===== config.mk =====
export PLATFORM = sky130hd
export DESIGN_NAME = fft64_reorder_flat
export DESIGN_NICKNAME = d
export VERILOG_FILES = /design/src/rtl/fft64_reorder_if.sv /design/src/rtl/fft64_reorder.sv /design/src/flat_wrapper.sv
export SDC_FILE = /design/constraint.sdc
export NUM_CORES = 2
export LEC_CHECK = 0
export BUFFER_PORTS_ARGS = -buffer_cell sky130_fd_sc_hd__clkbuf_2
export CORE_MARGIN = 1
export CORE_UTILIZATION = 63
export CTS_BUF_LIST = sky130_fd_sc_hd__clkbuf_16
export DETAILED_ROUTE_END_ITERATION = 8
export PLACE_DENSITY = 0.82
export REMOVE_ABC_BUFFERS = 1
export SLEW_MARGIN = 40
export SYNTH_ARGS = -nofsm -noshare
export SYNTH_HDL_FRONTEND = slang
export SYNTH_SLANG_ARGS = --single-unit

===== constraint.sdc =====
create_clock -name CLK -period 5.3 [get_ports CLK]
set_input_delay 0.795 -clock CLK [delete_from_list [all_inputs] [get_ports CLK]]
set_output_delay 0.795 -clock CLK [all_outputs]
set_load 0.005 [all_outputs]

===== src/rtl/fft64_reorder_if.sv =====
// Stream bundle for fft64_reorder: bit-reversed pairs in,
// natural-order bin pairs out.
interface fft64_reorder_if #(
  parameter int width = 11
);
  logic             valid_i;
  logic [width-1:0] ar;
  logic [width-1:0] ai;
  logic [width-1:0] br;
  logic [width-1:0] bi;
  logic             valid_o;
  logic             sof_o;
  logic [5:0]       bin_o;
  logic [width-1:0] xr;
  logic [width-1:0] xi;
  logic [width-1:0] yr;
  logic [width-1:0] yi;

  modport slave (
    input  valid_i, ar, ai, br, bi,
    output valid_o, sof_o, bin_o, xr, xi, yr, yi
  );

  modport master (
    output valid_i, ar, ai, br, bi,
    input  valid_o, sof_o, bin_o, xr, xi, yr, yi
  );
endinterface


===== src/rtl/fft64_reorder.sv =====
// 64-point FFT output unscrambler: ping-pong banks turn the
// bit-reversed pair stream into natural bin order.
module fft64_reorder #(
  parameter int width = 11
) (
  input  logic            CLK,
  input  logic            RST,
  input  logic            ce,
  fft64_reorder_if.slave  bus
);
  localparam logic [0:0] S_IDLE = 1'b0;
  localparam logic [0:0] S_READ = 1'b1;
  localparam int         DW     = 4 * width;

  logic [DW-1:0] r_mem [64];
  logic [4:0]    r_wcnt;
  logic [4:0]    r_rcnt;
  logic          r_wb;
  logic          r_rb;
  logic [1:0]    r_full;
  logic [0:0]    r_state;
  logic          r_valid;
  logic          r_sof;
  logic [5:0]    r_bin;
  logic [DW-1:0] r_data;

  logic          w_wr;
  logic          w_rd;
  logic [5:0]    w_waddr;
  logic [5:0]    w_raddr;
  logic [1:0]    w_full_nxt;

  function automatic logic [4:0] rev5(input logic [4:0] v);
    rev5 = {v[0], v[1], v[2], v[3], v[4]};
  endfunction

  assign w_wr    = ce && bus.valid_i;
  assign w_rd    = ce && (r_state == S_READ);
  assign w_waddr = {r_wb, rev5(r_wcnt)};
  assign w_raddr = {r_rb, r_rcnt};

  // a completed write wins over a finishing read of the same bank
  always_comb begin
    w_full_nxt = r_full;
    if (w_rd && r_rcnt == 5'd31)
      w_full_nxt[r_rb] = 1'b0;
    if (w_wr && r_wcnt == 5'd31)
      w_full_nxt[r_wb] = 1'b1;
  end

  always_ff @(posedge CLK) begin
    if (!RST && w_wr)
      r_mem[w_waddr] <= {bus.ar, bus.ai, bus.br, bus.bi};
  end

  always_ff @(posedge CLK) begin
    if (RST) begin
      r_wcnt  <= 5'd0;
      r_rcnt  <= 5'd0;
      r_wb    <= 1'b0;
      r_rb    <= 1'b0;
      r_full  <= 2'b00;
      r_state <= S_IDLE;
      r_valid <= 1'b0;
      r_sof   <= 1'b0;
      r_bin   <= 6'd0;
      r_data  <= '0;
    end else if (ce) begin
      r_full <= w_full_nxt;
      if (bus.valid_i) begin
        r_wcnt <= r_wcnt + 5'd1;
        if (r_wcnt == 5'd31)
          r_wb <= ~r_wb;
      end
      case (r_state)
        S_IDLE: begin
          r_valid <= 1'b0;
          r_sof   <= 1'b0;
          // r_rb always points at the oldest frame
          if (r_full[r_rb]) begin
            r_state <= S_READ;
            r_rcnt  <= 5'd0;
          end
        end
        S_READ: begin
          r_valid <= 1'b1;
          r_sof   <= (r_rcnt == 5'd0);
          r_bin   <= {r_rcnt, 1'b0};
          r_data  <= r_mem[w_raddr];
          r_rcnt  <= r_rcnt + 5'd1;
          if (r_rcnt == 5'd31) begin
            r_rb <= ~r_rb;
            if (!r_full[~r_rb])
              r_state <= S_IDLE;
          end
        end
      endcase
    end
  end

  assign bus.valid_o = r_valid;
  assign bus.sof_o   = r_sof;
  assign bus.bin_o   = r_bin;
  assign bus.xr      = r_data[4*width-1 -: width];
  assign bus.xi      = r_data[3*width-1 -: width];
  assign bus.yr      = r_data[2*width-1 -: width];
  assign bus.yi      = r_data[width-1 -: width];
endmodule


===== src/flat_wrapper.sv =====
// flat-port wrapper written by rule: the top's interface ports become plain ports
module fft64_reorder_flat 
#(
  parameter int width = 11
)
  (CLK, RST, ce, bus_valid_i, bus_ar, bus_ai, bus_br, bus_bi, bus_valid_o, bus_sof_o, bus_bin_o, bus_xr, bus_xi, bus_yr, bus_yi);
  fft64_reorder_if #(.width(width)) bus_i ();
  input  logic CLK;
  input  logic RST;
  input  logic ce;
  input wire logic [$bits(bus_i.valid_i)-1:0] bus_valid_i;
  input wire logic [$bits(bus_i.ar)-1:0] bus_ar;
  input wire logic [$bits(bus_i.ai)-1:0] bus_ai;
  input wire logic [$bits(bus_i.br)-1:0] bus_br;
  input wire logic [$bits(bus_i.bi)-1:0] bus_bi;
  output wire logic [$bits(bus_i.valid_o)-1:0] bus_valid_o;
  output wire logic [$bits(bus_i.sof_o)-1:0] bus_sof_o;
  output wire logic [$bits(bus_i.bin_o)-1:0] bus_bin_o;
  output wire logic [$bits(bus_i.xr)-1:0] bus_xr;
  output wire logic [$bits(bus_i.xi)-1:0] bus_xi;
  output wire logic [$bits(bus_i.yr)-1:0] bus_yr;
  output wire logic [$bits(bus_i.yi)-1:0] bus_yi;
  assign bus_i.valid_i = bus_valid_i;
  assign bus_i.ar = bus_ar;
  assign bus_i.ai = bus_ai;
  assign bus_i.br = bus_br;
  assign bus_i.bi = bus_bi;
  assign bus_valid_o = bus_i.valid_o;
  assign bus_sof_o = bus_i.sof_o;
  assign bus_bin_o = bus_i.bin_o;
  assign bus_xr = bus_i.xr;
  assign bus_xi = bus_i.xi;
  assign bus_yr = bus_i.yr;
  assign bus_yi = bus_i.yi;
  fft64_reorder #(.width(width)) u_core (.CLK(CLK), .RST(RST), .ce(ce), .bus(bus_i));
endmodule

==> results.cfg <==
[run_status]
run_status = completed

[timing]
fin_crit_ns = 3.799
slew_headroom = 0.2456
fin_tns_setup_ns = 0
finalHoldViolations = 0
final_max_slew_viol_count = 0
finalHoldWorstSlack_ns = 0.3094
final-setup-viol-count = 0
fmax_mhz = 263.2
grt_setup_unrepaired = no
fin_crit_sh = 0.7168
tightest_slew_ns = 1.121
worst_clock_skew_ns = 0.05352

[route]
wl_per_cell_um = 38.17
initialDrtViolationCount = 11080
drc = 0
dr_wl_met2_mm = 146.3
highest_layer = met5
routed-via-count = 59880
ant_nets = 0
viasPerCell = 7.459
dr.pass1.iters = 8
wirelength_mm = 306.5
wl_met3_mm = 44.40
wl_met1_mm = 97.07

[clock_tree]
clk_latency_ns = 0.94
cts_buffers = 288
htree_levels = 5
clk_pin_slew_ns = 0.06
cts_root_buf = clkbuf_16
cts_hold_buf = 0
clock_sinks = 2882
postCtsSetupBuffers = 0
tritoncts = done
cts_buffer_depth = 4
cts_resized = 0

[synthesis]
netlist_area_um2 = 110000
synth_seq_cells = 2882
syn_area_per_cell_um2 = 21.09
syn-instance-count = 5216
yosysWarnings = 0
synth_top_cell_by_area = edfxtp_1
ys_top_cells_by_area = edfxtp_1, mux4_2, mux2i_1
synth_top_area_share = 0.7688
yosysMostFrequentCell = edfxtp_1
synth_edf_count = 2816
ys_types = 66
async_flop_share = 0
ys_seq_area_frac = 0.7808
synthFlopType = edfxtp_1
ys_top_cells_by_count = edfxtp_1, mux4_2, mux2i_1

[floorplan]
die-area_um2 = 176300
die_h_um = 419.8
io_pins = 100
core_um2 = 172500
initial_utilization = 0.6377
die_x_um = 419.8
rows = 152

[power]
power_density_nw_per_um2 = 362.9
clkPwrFrac = 0.429
netSwitchingPower_mw = 8.858
p_seq_frac = 0.559
ir_drop_v = 0.0003192
intPower_mw = 35.87
combinationalPowerShare = 0.012
power.leakage_nw = 37.60
switching_share = 0.1980

[placed_design]
place_hpwl_mm = 162.3
port_buffers = 98
routabilityCongestion = 0.8716
place_area_um2 = 114400

[global_route]
grt_max_degree = 151
antenna_found_initial = 16
grt_pass1_wl_mm = 427.7
grt_pass1_vias = 59270
overflow = 0
track_usage = 0.3478

[cells_and_area]
synthToLayoutAreaGrowth_pct = 12.07
drive_above_1_share = 0.2521
nets = 5573
design_area_um2 = 123300
fill_cells = 9017

[critical_path]
cp-end-kind = flip-flop
cp_max_fo = 64
worst-setup-path-type = flip-flop to flip-flop
cp.arrival_ns = 4.57
cp-start-kind = flip-flop
required_ns = 6.07

[job]
maxCapViolCount = 0

[worst_hold_path]
hold_class = input pin to flip-flop
[metrics by stage]
step	std cells	power (mW)	util	worst slack (ns)
after CTS	8017	44.68	0.7131	1.613
final	8028	44.73	0.7146	1.501
after global routing	8025	45.54	0.7146	1.454
after detailed placement	7532	26.02	0.6631	1.227
after floorplan	4905	25.55	-	-27.35
after global placement	7517	25.98	0.6611	1.094
[critical path, stage by stage (launching register included)]
cell	delay, ns
dfxtp_4	0.70
buf_12	0.31
buf_4	0.37
buf_12	0.50
mux4_2	0.63
o22ai_1	0.29
nor4_1	0.13
o211ai_1	0.38
o311ai_1	0.26
[cell type report]
cell class / instances / area (µm²) / share of cell area
sequential: 2882 / 85900 / 0.6969
multi-input combinational: 2019 / 23050 / 0.1870
clock buffer: 295 / 7382 / 0.05989
tap: 2310 / 2890 / 0.02345
timing repair buffer: 325 / 2783 / 0.02257
clock inverter: 190 / 1239 / 0.01005
inverter: 4 / 17.52 / 0.0001421
antenna: 3 / 7.507 / 0.00006090
[state kept, by name, indices dropped and copies added (netlist names)]
signal	cells
u_core.bus.bin_o	5
u_core.bus.sof_o	1
u_core.bus.valid_o	1
u_core.r_data	44
u_core.r_full	2
u_core.r_mem	2816
u_core.r_rb	1
u_core.r_rcnt	5
u_core.r_state	1
u_core.r_wb	1
u_core.r_wcnt	5
[cells in the final DEF, fill, tap and decap left out, drive strengths merged, types with 16 or more instances in the layout]
| master | n |
|---|---|
| a211oi | 108 |
| a21oi | 62 |
| a221oi | 24 |
| a22o | 70 |
| a22oi | 78 |
| buf | 233 |
| bufinv | 16 |
| clkbuf | 387 |
| clkinv | 97 |
| dfxtp | 66 |
| edfxtp | 2816 |
| inv | 77 |
| mux2 | 132 |
| mux2i | 224 |
| mux4 | 499 |
| nand2 | 145 |
| nand3 | 47 |
| nor2 | 126 |
| nor2b | 98 |
| nor4 | 53 |
| o211ai | 27 |
| o21ai | 26 |
| o221ai | 34 |
| o22ai | 98 |
| o31a | 17 |
[cells by family (layout without fill, tap and decap cells)]
logic type      count (synthesis)  in the layout  synth area share
compound gates                630            630           0.04254
xor+xnor                        4              4         0.0003186
fa+ha+maj                       5              5         0.0005688
buf+inv                       315            814           0.01614
flops                        2882           2882            0.7808
mux                           855            855            0.1361
other cells                     1              4        0.00003409
simple gates                  524            524           0.02354
[path summary, 6_finish.rpt]
| kind | depth (start not counted) | end | slack [ns] | start |
|---|---|---|---|---|
| min reg2reg | 1 | u_core.r_data[37] | 0.50 | u_core.r_data[37] |
| max reg2reg | 8 | u_core.r_data[20] | 1.50 | u_core.r_rcnt[0] |
| min | 4 | u_core.r_wcnt[4] | 0.31 | bus_valid_i |
| max | 8 | u_core.r_data[20] | 1.50 | u_core.r_rcnt[0] |
[power groups by stage]
stage	registers, mW	logic (mW)	clock network [mW]
2_1_floorplan	25.5	0.0440	0
4_1_cts	25.0	0.523	19.1
6_report	25.0	0.550	19.2
5_1_grt	25.0	0.552	20.0
3_5_place_dp	25.5	0.518	0
3_3_place_gp	25.5	0.481	0
[metal layers]
metal	vias up	track usage
met5	-	0
met4	14	0.1835
met3	1148	0.1008
met2	6259	0.5466
met1	29980	0.4435
li1	22480	-
No activity file was read; power rests on OpenSTA's default activity.
